===== src/rtl/flash_pixel_unpacker_if.sv =====
// Bundle between the SPI flash reader, the pixel unpacker and the SPI LCD writer.
// The master view belongs to the unpacker; the slave view to the surrounding fabric.
interface flash_pixel_unpacker_if;
  logic [255:0] f_dataBuffer;
  logic         f_dataAvailable;
  logic         f_readyToRead;
  logic [15:0]  px_data;
  logic         px_valid;
  logic         px_ready;
  logic         px_sof;
  logic         px_eof;

  modport master (
    input  f_dataBuffer, f_dataAvailable, px_ready,
    output f_readyToRead, px_data, px_valid, px_sof, px_eof
  );

  modport slave (
    output f_dataBuffer, f_dataAvailable, px_ready,
    input  f_readyToRead, px_data, px_valid, px_sof, px_eof
  );
endinterface


===== src/rtl/flash_pixel_unpacker.sv =====
// Captures 32-byte flash blocks and replays them as 16 RGB565 pixels with
// frame start/end markers driven by a free-running frame pixel counter.
module flash_pixel_unpacker #(
  parameter int FRAME_PIXELS = 76800,
  parameter int PIX_CNT_W    = 17,
  parameter int SWAP_BYTES   = 0
) (
  input  logic                    clk,
  input  logic                    rst_n,
  flash_pixel_unpacker_if.master  bus,
  output logic                    busy
);

  typedef enum logic [1:0] {IDLE, ACK, STREAM} state_t;

  localparam logic [PIX_CNT_W-1:0] LAST = PIX_CNT_W'(FRAME_PIXELS - 1);

  state_t                 state_q, state_d;
  logic [255:0]           hold_q, hold_d;
  logic                   rtr_q, rtr_d;
  logic                   vld_q, vld_d;
  logic [15:0]            data_q, data_d;
  logic [3:0]             pix_q, pix_d;
  logic [PIX_CNT_W-1:0]   frame_q, frame_d;
  logic                   xfer;

  // Flash stores pixels big-endian unless SWAP_BYTES is set.
  function automatic logic [15:0] pixel(input logic [255:0] h, input logic [3:0] k);
    logic [15:0] p;
    p = h[{k, 4'b0000} +: 16];
    if (SWAP_BYTES != 0) return p;
    else                 return {p[7:0], p[15:8]};
  endfunction

  assign xfer = vld_q & bus.px_ready;

  always_comb begin
    state_d = state_q;
    hold_d  = hold_q;
    rtr_d   = 1'b0;
    vld_d   = vld_q;
    data_d  = data_q;
    pix_d   = pix_q;
    frame_d = frame_q;
    case (state_q)
      IDLE: begin
        if (bus.f_dataAvailable) begin
          hold_d  = bus.f_dataBuffer;
          rtr_d   = 1'b1;
          state_d = ACK;
        end
      end
      ACK: begin
        data_d  = pixel(hold_q, 4'd0);
        vld_d   = 1'b1;
        state_d = STREAM;
      end
      STREAM: begin
        if (xfer) begin
          frame_d = (frame_q == LAST) ? '0 : frame_q + PIX_CNT_W'(1);
          pix_d   = pix_q + 4'd1;
          if (pix_q == 4'd15) begin
            vld_d   = 1'b0;
            state_d = IDLE;
          end else begin
            data_d  = pixel(hold_q, pix_q + 4'd1);
          end
        end
      end
      default: state_d = IDLE;
    endcase
  end

  always_ff @(posedge clk) begin
    if (!rst_n) begin
      state_q <= IDLE;
      hold_q  <= '0;
      rtr_q   <= 1'b0;
      vld_q   <= 1'b0;
      data_q  <= '0;
      pix_q   <= '0;
      frame_q <= '0;
    end else begin
      state_q <= state_d;
      hold_q  <= hold_d;
      rtr_q   <= rtr_d;
      vld_q   <= vld_d;
      data_q  <= data_d;
      pix_q   <= pix_d;
      frame_q <= frame_d;
    end
  end

  // Markers are gated by valid so they read low whenever no pixel is offered.
  assign bus.f_readyToRead = rtr_q;
  assign bus.px_valid      = vld_q;
  assign bus.px_data       = data_q;
  assign bus.px_sof        = vld_q & (frame_q == '0);
  assign bus.px_eof        = vld_q & (frame_q == LAST);
  assign busy              = (state_q != IDLE);

endmodule


===== src/flat_wrapper.sv =====
// flat-port wrapper written by rule: the top's interface ports become plain ports
module flash_pixel_unpacker_flat 
#(
  parameter int FRAME_PIXELS = 76800,
  parameter int PIX_CNT_W    = 17,
  parameter int SWAP_BYTES   = 0
)
  (clk, rst_n, busy, bus_f_dataBuffer, bus_f_dataAvailable, bus_px_ready, bus_f_readyToRead, bus_px_data, bus_px_valid, bus_px_sof, bus_px_eof);
  flash_pixel_unpacker_if bus_i ();
  input  logic clk;
  input  logic rst_n;
  output logic busy;
  input wire logic [$bits(bus_i.f_dataBuffer)-1:0] bus_f_dataBuffer;
  input wire logic [$bits(bus_i.f_dataAvailable)-1:0] bus_f_dataAvailable;
  input wire logic [$bits(bus_i.px_ready)-1:0] bus_px_ready;
  output wire logic [$bits(bus_i.f_readyToRead)-1:0] bus_f_readyToRead;
  output wire logic [$bits(bus_i.px_data)-1:0] bus_px_data;
  output wire logic [$bits(bus_i.px_valid)-1:0] bus_px_valid;
  output wire logic [$bits(bus_i.px_sof)-1:0] bus_px_sof;
  output wire logic [$bits(bus_i.px_eof)-1:0] bus_px_eof;
  assign bus_i.f_dataBuffer = bus_f_dataBuffer;
  assign bus_i.f_dataAvailable = bus_f_dataAvailable;
  assign bus_i.px_ready = bus_px_ready;
  assign bus_f_readyToRead = bus_i.f_readyToRead;
  assign bus_px_data = bus_i.px_data;
  assign bus_px_valid = bus_i.px_valid;
  assign bus_px_sof = bus_i.px_sof;
  assign bus_px_eof = bus_i.px_eof;
  flash_pixel_unpacker #(.FRAME_PIXELS(FRAME_PIXELS), .PIX_CNT_W(PIX_CNT_W), .SWAP_BYTES(SWAP_BYTES)) u_core (.clk(clk), .rst_n(rst_n), .bus(bus_i), .busy(busy));
endmodule

===== config.mk =====
export PLATFORM = sky130hd
export DESIGN_NAME = flash_pixel_unpacker_flat
export DESIGN_NICKNAME = d
export VERILOG_FILES = /design/src/rtl/flash_pixel_unpacker_if.sv /design/src/rtl/flash_pixel_unpacker.sv /design/src/flat_wrapper.sv
export SDC_FILE = /design/constraint.sdc
export NUM_CORES = 1
export LEC_CHECK = 0
export CAP_MARGIN = 20
export CORE_MARGIN = 5
export CORE_UTILIZATION = 47
export CTS_BUF_LIST = sky130_fd_sc_hd__clkbuf_4 sky130_fd_sc_hd__clkbuf_8 sky130_fd_sc_hd__clkbuf_16
export CTS_CLUSTER_SIZE = 24
export DETAILED_ROUTE_END_ITERATION = 12
export PLACE_DENSITY = 0.83
export SKIP_CTS_REPAIR_TIMING = 1
export SLEW_MARGIN = 15
export SYNTH_ARGS = -nofsm -noshare
export SYNTH_HDL_FRONTEND = slang
export SYNTH_SLANG_ARGS = --single-unit

===== constraint.sdc =====
create_clock -name clk -period 1.9 [get_ports clk]
set_input_delay 0.38 -clock clk [delete_from_list [all_inputs] [get_ports clk]]
set_output_delay 0.38 -clock clk [all_outputs]
set_load 0.01 [all_outputs]

# --- After elaboration in Yosys (flattened, before gate mapping) ---
# Index checks and enable logic that the tools add are counted.
op_classes:
  mux: 12
  addsub: 2
  reduce_logical: 10
  n_shift: 1
  bitwise: 3
  n_eq_ne: 8
op_table:
  columns: ["op", "n"]
  rows:
  - ["256-bit by 9-bit variable part select with 16-bit output", 1]
  - ["16-bit two-way mux", 2]
  - ["16-bit case mux with 2 select lines", 1]
  - ["17-bit by 1-bit adder with 17-bit output, second input constant", 1]
  - ["17-bit equality test, second input constant", 1]
  - ["17-bit logical NOT", 1]
  - ["17-bit two-way mux", 1]
  - ["3-bit AND reduction", 3]
  - ["2-bit two-way mux", 3]
  - ["2-bit case mux with 3 select lines", 1]
  - ["2-bit AND reduction", 3]
  - ["4-bit by 1-bit adder with 4-bit output, second input constant", 1]
  - ["4-bit equality test, second input constant", 1]
  - ["2-bit by 1-bit inequality test with 1-bit output, second input constant", 2]
  - ["2-bit inequality test, second input constant", 2]
  - ["2-bit nonzero test", 2]
  - ["1-bit AND", 3]
  - ["1-bit two-way mux", 3]
  - ["2-bit by 1-bit equality test with 1-bit output, second input constant", 1]
  - ["2-bit equality test, second input constant", 1]
  - ["2-bit logical NOT", 1]
  - ["1-bit case mux with 2 select lines", 1]
totals:
  word_cells: 43
  output_inout_bits: 21
  regBits: 297

# --- Longest topological paths before layout ---
# Gate-level depths: netlist of run 1.
depth:
  ltp_word: 5
  mapped_depth: 9
  ltp_nobuf: 7

# --- Worst setup path before layout of run 1 ---
# OpenSTA, ideal clock, no wires.
synth_path:
  path_kind: "register to register"
  from: "reg u_core.pix_q[1]"
  to: "reg u_core.data_q[0] (netlist: u_core.bus.px_data[0])"
  path_slack_ns: -0.024
  setup_time_ns: 0.124
  required_ns: 1.776
  t_arrival_ns: 1.800
  path_stages_with_launch: 7
  period_less_slack_ns: 1.924
  path_cell_list: "dfxtp_1 > ha_1 > buf_4 > buf_4 > mux4_2 > a22oi_1 > a31oi_1"
synth_via:
  elab_chain_cells: 5
  word_cells_on_any_way: 8
  classes_between: "add/sub: 1; eq/ne: 2; shift: 1; mux: 3; reduce/logical: 1"
synth_lines:
  columns: ["item", "line", "rtl"]
  rows:
  - ["start: declaration", "flash_pixel_unpacker.sv:23", "logic [3:0] pix_q, pix_d;"]
  - ["start signal: assignment", "flash_pixel_unpacker.sv:89", "pix_q <= pix_d;"]
  - ["4-bit by 1-bit adder with 4-bit output", "flash_pixel_unpacker.sv:66", "data_d = pixel(hold_q, pix_q + 4'd1);"]
  - ["256-bit by 9-bit variable part select with 16-bit output", "flash_pixel_unpacker.sv:30", "p = h[{k, 4'b0000} +: 16];"]
  - ["16-bit two-way mux", "flash_pixel_unpacker.sv:62", "if (pix_q == 4'd15) begin"]
  - ["16-bit two-way mux", "flash_pixel_unpacker.sv:59", "if (xfer) begin"]
  - ["16-bit case mux with 2 select lines", "flash_pixel_unpacker.sv:45", "case (state_q)"]
  - ["end signal: assignment", "flash_pixel_unpacker.sv:88", "data_q <= data_d;"]
  - ["end: declaration", "flash_pixel_unpacker.sv:22", "logic [15:0] data_q, data_d;"]
# Several ways; a longest one is shown, not always the timed one. The select of a mux whose other input is x is not followed.
# A chain may end at the register's enable or synchronous reset.

# --- Worst setup path in the final report of run 1 ---
layout_path:
  from: "reg u_core.frame_q[15]"
  to: "out bus_px_sof"
layout_via:
  elab_chain_cells: 2
layout_lines:
  columns: ["item", "line", "rtl"]
  rows:
  - ["start: declaration", "flash_pixel_unpacker.sv:24", "logic [PIX_CNT_W-1:0] frame_q, frame_d;"]
  - ["start signal: assignment", "flash_pixel_unpacker.sv:90", "frame_q <= frame_d;"]
  - ["17-bit logical NOT", "flash_pixel_unpacker.sv:98", "assign bus.px_sof = vld_q & (frame_q == '0);"]
  - ["1-bit AND", "flash_pixel_unpacker.sv:98", null]
  - ["end: declaration", "flat_wrapper.sv:19", "output wire logic [$bits(bus_i.px_sof)-1:0] bus_px_sof;"]
# Every way passes these cells.

==> summary.txt, run 1 <==
Power
  • Power per cell area: 1030 nW/um^2
  • Pwr Total: 19.4 mW
  • Gate power share: 27.8%
  • Sw frac: 30.8%
  • Sw power: 5.97 mW
  • Seq pwr share: 40.2%
  • Clock share of power: 32.0%
  • Max IR drop VDD: 780 uV
  • LEAKAGE: 7.13 nW
  • Int Power: 13.4 mW

STA
  • Least-Margin Pin Slew: 768 ps
  • Slew margin rel.: 47.7%
  • Final Skew: 5.34 ps
  • Final Slew Violations: 0
  • # setup viols final: 18
  • Worst hold slack: 319 ps
  • Fin. Hold Viols: 0
  • Setup ws final: -352 ps
  • Fin crit share: 119%
  • RSZ-0062 raised after global routing: true
  • Fmax: 444 MHz
  • Fin crit period: 2250 ps
  • Setup TNS Final: -1890 ps

Route
  • DRC: 0
  • Routed Antenna Nets: 0
  • DRT Pass-1 Iters: 6
  • Routed len/inst: 19.3 um
  • DR iter-0 viols: 820
  • DR vias/cell: 5.46
  • DRT Wirelength: 42.8 mm
  • Vias: 12100

Final layout
  • Register Area: 5950 sq um
  • Layout cells sized above 1: 16.0%
  • # diodes: 0
  • Fillers: 2234
  • Area growth syn-to-layout: 39.0%
  • Layout Cells excl Fill: 2216
  • Area of the multi-input gates: 7030 sq um
  • Nets: 2075

Global routing
  • All-layer global routing usage: 24.6%
  • Vias in the first global route: 12000
  • First-pass GRT wire length: 64.3 mm
  • Initial antenna violation count: 0
  • Total gr overflow: 0
  • Pin count of the biggest net entering global routing: 75

Setup path
  • Kind of end point of the critical path: output pin
  • Critical path class: flop to output pin
  • Setup crit start kind: flop
  • Worst path arrival time: 1870 ps
  • Max FO, Critical Path: 2
  • Reg-to-reg slack, setup: -130 ps
  • Worst Path Required: 1520 ps

Synth
  • Synthesized instance count: 1507
  • Syn Area/Cell: 8.97 sq um
  • Synth async-reset ratio: 0%
  • Synth cell types: 48
  • Synthesized area: 13500 sq um
  • Synthesized net count: 1774
  • Sequential area share after synthesis: 44.0%
  • Post-synth EDFFs: 0
  • #FFs+latches synth: 297
  • Synth Flop Type: dfxtp_1
  • Synth warn: 0

Placed design
  • IO Port Bufs: 280
  • RD Place Congestion: 0.869
  • DP Cell Count: 2132
  • HPWL after detailed placement: 31.0 mm

Clocking
  • H-tree level count: 1
  • Num CTS Buffers: 31
  • Clk root buf: clkbuf_16
  • CTS max path bufs: 3
  • Clock tree from TritonCTS: done
  • Clk Latency, worst-skew pair: 560 ps
  • Clock transition at path regs: 60 ps
  • CTS Sinks: 297

Die
  • Io pins: 281
  • Die height: 180 um
  • Die area: 32200 sq um
  • Starting Density: 47.3%
  • Row cnt: 62
  • Core area: 28500 sq um
  • Die width: 180 um

Run status
  • Violated checks: setup timing
  • Status: finished, violations left

Hold path
  • Hold Crit Class: input port to flop

Run
  • Number of max-cap violations: 0
critical path, stage by stage (launching register included):
cell     delay, ps
dfxtp_2        330
nor4_4         310
buf_4          160
nand4_1        110
nor4b_2        230
buf_2          170
flip-flops by register name (all words and copies together), names as in the netlist:
name                      cells
u_core.bus.f_readyToRead      1
u_core.bus.px_data           16
u_core.bus.px_valid           1
u_core.frame_q               17
u_core.hold_q               256
u_core.pix_q                  4
u_core.state_q                2
final timing paths:
path              cells past startpoint               start                endpoint
setup / recovery                      5  u_core.frame_q[15]              bus_px_sof
hold / removal                        2               rst_n      u_core.hold_q[216]
setup reg to reg                      5     u_core.pix_q[0]  u_core.bus.px_data[12]
hold reg to reg                       2  u_core.hold_q[214]      u_core.hold_q[214]
cells by family after synthesis:
| group | after synthesis | synth area share (%) |
|---|---|---|
| xor+xnor | 16 | 1.04 |
| buf+inv | 144 | 5.01 |
| fa+ha+maj | 7 | 0.648 |
| compound gates | 350 | 19.3 |
| flops | 297 | 44.0 |
| simple gates | 623 | 18.5 |
| mux | 70 | 11.5 |
per-stage QoR:
step           instance area (sq um)  utilization [%]  setup WS [ps]
6_report                       18800             65.8           -352
3_5_place_dp                   17200             60.3           -184
2_1_floorplan                  13500                -           2.60
4_1_cts                        18300             64.0           -781
5_1_grt                        18800             65.8           -425
3_3_place_gp                   17200             60.3           -178
cell usage after synthesis (all sizes together), types with 5 or more instances:
cell type,instances,area [sq um]
a21boi,260,1950
a21oi,20,115
a22oi,16,170
a31oi,16,100
and2,7,46.3
and3,5,32.5
buf,53,335
clkbuf,67,251
dfxtp,297,5950
ha,7,87.6
inv,24,90.1
mux2i,6,110
mux4,64,1440
nand2,559,2100
nand3,11,72.6
nand4,5,46.3
nor2,15,56.3
nor3,5,25.0
o21ai,21,105
o221ai,16,140
xnor2,10,87.6
xor2,6,52.6
final cells by class:
class	count	area share, %
multi-input combinational	1066	37.5
tap	384	2.56
clock inverter	9	0.526
clock buffer	48	5.11
timing repair buffer	388	22.2
sequential	297	31.7
inverter	24	0.480
power groups by stage:
stage | Clock [mW] | Combinational [mW] | Sequential, mW
finish | 6.19 | 5.39 | 7.79
global route | 6.51 | 5.87 | 7.86
CTS | 6.24 | 5.32 | 7.77
detailed placement | 0 | 5.28 | 7.88
global placement | 0 | 5.14 | 7.84
floorplan | 0 | 2.85 | 7.75
metal layers:
metal	share of wire [%]	GRT usage, %
met1	40	30.4
met2	48	41.3
met3	7.2	5.56
met4	5.1	10.7
met5	0	0
placed cells by master (no fill, tap or decap), types with 3 or more instances in the layout:
cell,instances
and2_1,5
buf_12,31
nor3_1,4
dfxtp_1,293
nor2_1,15
buf_4,62
o221ai_1,16
nand4_1,4
dfxtp_2,3
a22oi_1,3
nand2_1,551
mux2i_4,4
buf_6,9
a21oi_1,6
clkbuf_4,8
dlymetal6s2s_1,16
clkdlybuf4s50_1,260
clkbuf_16,35
xor2_1,6
mux4_2,64
inv_1,24
clkinv_2,6
clkbuf_8,9
o21ai_1,5
a31oi_1,16
ha_1,4
nand2_2,6
and3_1,4
a22oi_2,13
nand3_1,8
xnor2_1,10
nor2b_1,3
o21ai_0,16
a21oi_2,12
or3_1,3
a21boi_0,237
a21boi_1,23
Note: power is estimated with default switching activity, not from simulation.
==> run 2: changes to the inputs <==
--- a/config.mk
+++ b/config.mk
@@ -11,7 +11,7 @@
 export CTS_BUF_LIST = sky130_fd_sc_hd__clkbuf_4 sky130_fd_sc_hd__clkbuf_8 sky130_fd_sc_hd__clkbuf_16
 export CTS_CLUSTER_SIZE = 24
 export DETAILED_ROUTE_END_ITERATION = 12
-export PLACE_DENSITY = 0.83
+export PLACE_DENSITY_LB_ADDON = 0.2
 export SKIP_CTS_REPAIR_TIMING = 1
 export SLEW_MARGIN = 15
 export SYNTH_ARGS = -nofsm -noshare
==> summary.txt, run 2 (synthesis results as in run 1) <==
Run status
  • Status: finished, violations left
  • Violated checks: setup timing

Die
  • Starting Density: 47.3%
  • Die height: 180 um
  • Io pins: 281
  • Row cnt: 62
  • Die area: 32200 sq um
  • Core area: 28500 sq um
  • Die width: 180 um

Hold path
  • Hold Crit Class: input port to flop

STA
  • Fmax: 460 MHz
  • Least-Margin Pin Slew: 363 ps
  • Setup TNS Final: -1350 ps
  • Fin crit period: 2170 ps
  • # setup viols final: 17
  • RSZ-0062 raised after global routing: true
  • Fin crit share: 114%
  • Setup ws final: -273 ps
  • Worst hold slack: 235 ps
  • Final Skew: 5.53 ps
  • Final Slew Violations: 0
  • Fin. Hold Viols: 0
  • Slew margin rel.: 75.8%

Route
  • Routed Antenna Nets: 0
  • DRC: 0
  • DRT Wirelength: 41.7 mm
  • Routed len/inst: 18.8 um
  • DRT Pass-1 Iters: 5
  • DR vias/cell: 5.34
  • Vias: 11800
  • DR iter-0 viols: 844

Setup path
  • Max FO, Critical Path: 2
  • Setup crit start kind: flop
  • Worst Path Required: 1520 ps
  • Worst path arrival time: 1790 ps
  • Critical path class: flop to output pin
  • Kind of end point of the critical path: output pin

Final layout
  • Layout Cells excl Fill: 2214
  • Max reg flops: 256
  • Nets: 2074
  • Layout cells sized above 1: 16.6%
  • Area growth syn-to-layout: 39.4%
  • Commonest non-fill, non-tap cell in the layout: nand2_1
  • # diodes: 0
  • Most flops, register: u_core.hold_q
  • Most frequent cells in the layout: nand2_1 (553), dfxtp_1 (289), clkdlybuf4s50_1 (262)

Global routing
  • First-pass GRT wire length: 63.2 mm
  • Pin count of the biggest net entering global routing: 99
  • Total gr overflow: 0
  • Initial antenna violation count: 0
  • All-layer global routing usage: 24.0%
  • Vias in the first global route: 11700

Placed design
  • IO Port Bufs: 280
  • HPWL after detailed placement: 30.2 mm
  • RD Place Congestion: 0.865
  • DP Cell Count: 2147

Clocking
  • Clock tree from TritonCTS: done
  • H-tree level count: 1
  • Clk Latency, worst-skew pair: 550 ps
  • CTS Sinks: 297
  • Num CTS Buffers: 31
  • Clk root buf: clkbuf_16
  • Clock transition at path regs: 60 ps
  • CTS max path bufs: 3

Run
  • Number of max-cap violations: 0

Power
  • Max IR drop VDD: 752 uV
  • LEAKAGE: 7.06 nW
  • Power per cell area: 1040 nW/um^2
run 2: cell types whose count changed in the layout (fill, tap and decap cells not counted), moves of 3 or more:
cell / before / now
a21oi_1: 6 / 3
a21oi_2: 12 / 15
a22oi_1: 3 / 0
a22oi_2: 13 / 16
clkbuf_4: 8 / 2
clkinvlp_4: 0 / 5
dfxtp_1: 293 / 289
dfxtp_2: 3 / 7
run 2: power by group:
part / internal [mW] / switching [mW]
Combinational: 2.60 / 2.94
Clock: 3.82 / 2.52
Sequential: 7.19 / 0.568
run 2: critical path, stage by stage (launching register included):
cell and delay, ps:
dfxtp_2 340, nor4b_2 340, nand4_1 170, nor4b_2 230, buf_2 170
run 2: path summary, 6_finish.rpt:
kind,startpoint,endpoint,slack (ps),depth (start not counted)
setup / recovery,u_core.frame_q[8],bus_px_sof,-270,4
hold / removal,rst_n,u_core.state_q[1],240,2
setup reg to reg,u_core.pix_q[0],u_core.bus.px_data[12],-130,5
hold reg to reg,u_core.hold_q[235],u_core.hold_q[235],450,2
run 2: layout make-up:
cell class                 count  area (sq um)
clock buffer                  40           887
tap                          384           480
multi-input combinational   1066          7080
timing repair buffer         387          4140
sequential                   297          5960
fill                        2318          9720
inverter                      24          90.1
clock inverter                16           196
run 2: per-stage QoR:
step / util (%) / area, sq um / setup slack [ps] / total power, mW
2_1_floorplan: - / 13500 / 2.60 / 10.6
3_3_place_gp: 60.6 / 17300 / -194 / 13.1
3_5_place_dp: 60.6 / 17300 / -222 / 13.3
4_1_cts: 64.4 / 18400 / -804 / 19.6
5_1_grt: 66.0 / 18800 / -379 / 20.6
6_report: 66.0 / 18800 / -273 / 19.6
run 2: routing by layer:
| metal | global-route usage, % | up-vias | share of wire (%) |
|---|---|---|---|
| met2 | 41.0 | 435 | 48 |
| met5 | 0 | - | 0 |
| li1 | - | 5714 | - |
| met1 | 31.7 | 5595 | 42 |
| met4 | 5.79 | 0 | 2.8 |
| met3 | 4.73 | 68 | 7.1 |
==> run 3: changes to the inputs <==
--- a/config.mk
+++ b/config.mk
@@ -6,6 +6,7 @@
 export NUM_CORES = 1
 export LEC_CHECK = 0
 export CAP_MARGIN = 20
+export CORE_ASPECT_RATIO = 1.4
 export CORE_MARGIN = 5
 export CORE_UTILIZATION = 47
 export CTS_BUF_LIST = sky130_fd_sc_hd__clkbuf_4 sky130_fd_sc_hd__clkbuf_8 sky130_fd_sc_hd__clkbuf_16
@@ -13,7 +14,7 @@
 export DETAILED_ROUTE_END_ITERATION = 12
 export PLACE_DENSITY_LB_ADDON = 0.2
 export SKIP_CTS_REPAIR_TIMING = 1
-export SLEW_MARGIN = 15
+export SLEW_MARGIN = 20
 export SYNTH_ARGS = -nofsm -noshare
 export SYNTH_HDL_FRONTEND = slang
 export SYNTH_SLANG_ARGS = --single-unit
==> summary.txt, run 3 (synthesis results as in run 1) <==
Run status
  • Status: finished, violations left
  • Violated checks: setup timing

Die
  • Die height: 211 um
  • Die width: 153 um
  • Row cnt: 73
  • Starting Density: 47.6%
  • Io pins: 281
  • Die area: 32300 sq um
  • Core area: 28400 sq um

Clocking
  • Clock transition at path regs: 60 ps
  • CTS max path bufs: 3
  • Num CTS Buffers: 28
  • Clock tree from TritonCTS: done
  • Clk Latency, worst-skew pair: 540 ps
  • H-tree level count: 1
  • CTS Sinks: 297
  • Clk root buf: clkbuf_16

Setup path
  • Max FO, Critical Path: 2
  • Worst path arrival time: 1820 ps
  • Worst Path Required: 1520 ps
  • Setup crit start kind: flop
  • Kind of end point of the critical path: output pin
  • Critical path class: flop to output pin

Final layout
  • Commonest non-fill, non-tap cell in the layout: nand2_1
  • Layout Cells excl Fill: 2190
  • Layout cells sized above 1: 14.7%
  • Max reg flops: 256
  • Fin util: 65.5%
  • Nets: 2059
  • Most flops, register: u_core.hold_q
  • Finished Cell Area: 18600 sq um
  • Area growth syn-to-layout: 37.8%
  • Most frequent cells in the layout: nand2_1 (557), dfxtp_1 (293), clkdlybuf4s50_1 (266)

Run
  • Number of max-cap violations: 0

Route
  • DRT Wirelength: 42.0 mm
  • Routed len/inst: 19.2 um
  • Routed Antenna Nets: 0
  • Vias: 11600
  • DRC: 0
  • DR vias/cell: 5.31
  • DR iter-0 viols: 833
  • DRT Pass-1 Iters: 5

STA
  • Fin. Hold Viols: 0
  • Least-Margin Pin Slew: 449 ps
  • Worst hold slack: 163 ps
  • Fmax: 454 MHz
  • Fin crit share: 116%
  • Setup TNS Final: -879 ps
  • Final Slew Violations: 0
  • Fin crit period: 2200 ps
  • Setup ws final: -304 ps
  • # setup viols final: 11
  • Final Skew: 12.5 ps
  • Slew margin rel.: 69.4%
  • RSZ-0062 raised after global routing: true

Hold path
  • Hold Crit Class: input port to flop

Placed design
  • IO Port Bufs: 280
  • DP Cell Count: 2126
  • DP Area: 17200 sq um
  • RD Place Congestion: 0.876
  • HPWL after detailed placement: 31.0 mm

Global routing
  • Pin count of the biggest net entering global routing: 110
  • All-layer global routing usage: 24.8%
  • Initial antenna violation count: 1
  • First-pass GRT wire length: 63.8 mm
  • Vias in the first global route: 11900
  • Total gr overflow: 0

Power
  • Power per cell area: 1050 nW/um^2
  • LEAKAGE: 6.95 nW
  • Max IR drop VDD: 825 uV
run 3: changes by cell type in the layout (fill, tap and decap cells not counted), moves of 3 or more:
cell | previous run | this run
clkbuf_16 | 35 | 31
nand2_1 | 553 | 557
nand2_2 | 5 | 1
clkbuf_8 | 7 | 4
a21oi_2 | 15 | 7
a21oi_1 | 3 | 11
dlymetal6s2s_1 | 14 | 11
dfxtp_1 | 289 | 293
dfxtp_2 | 7 | 2
clkinvlp_4 | 5 | 2
clkdlybuf4s50_1 | 262 | 266
buf_4 | 64 | 56
run 3: final timing paths:
| check | from | endpoint | slack, ps | cells past startpoint |
|---|---|---|---|---|
| max | u_core.frame_q[15] | bus_px_eof | -300 | 5 |
| min | rst_n | u_core.state_q[0] | 160 | 2 |
| max reg2reg | u_core.pix_q[0] | u_core.bus.px_data[11] | -100 | 6 |
| min reg2reg | u_core.hold_q[217] | u_core.hold_q[217] | 460 | 2 |
run 3: critical path, stage by stage, from the launching register on:
cell     delay (ps)
dfxtp_2         340
nor4_4          290
nand3_1         160
nor3_2          220
and2_1          150
buf_2           120
run 3: metal layers:
metal / vias to the layer above / GRT usage, % / share of wire [%]
met4: 0 / 11.8 / 5.0
li1: 5678 / - / -
met3: 92 / 4.96 / 5.7
met5: - / 0 / 0
met1: 5513 / 28.1 / 37
met2: 356 / 44.8 / 52
run 3: through the flow:
step	setup slack, ps	power (mW)
after global placement	-237	13.1
after CTS	-812	19.5
final	-304	19.5
after global routing	-361	20.5
after detailed placement	-226	13.3
after floorplan	2.60	10.6
run 3: where the power goes:
group | leakage [nW] | switching, mW | internal (mW)
logic | 3.99 | 2.89 | 2.58
clock network | 0.518 | 2.49 | 3.81
registers | 2.44 | 0.568 | 7.19
total | 6.95 | 5.95 | 13.6
run 3: layout make-up:
cell class,count,area [sq um]
fill,2347,9790
multi-input combinational,1067,7060
sequential,297,5960
timing repair buffer,374,3990
clock buffer,36,803
tap,375,469
clock inverter,16,244
inverter,24,90.1
antenna,1,2.50
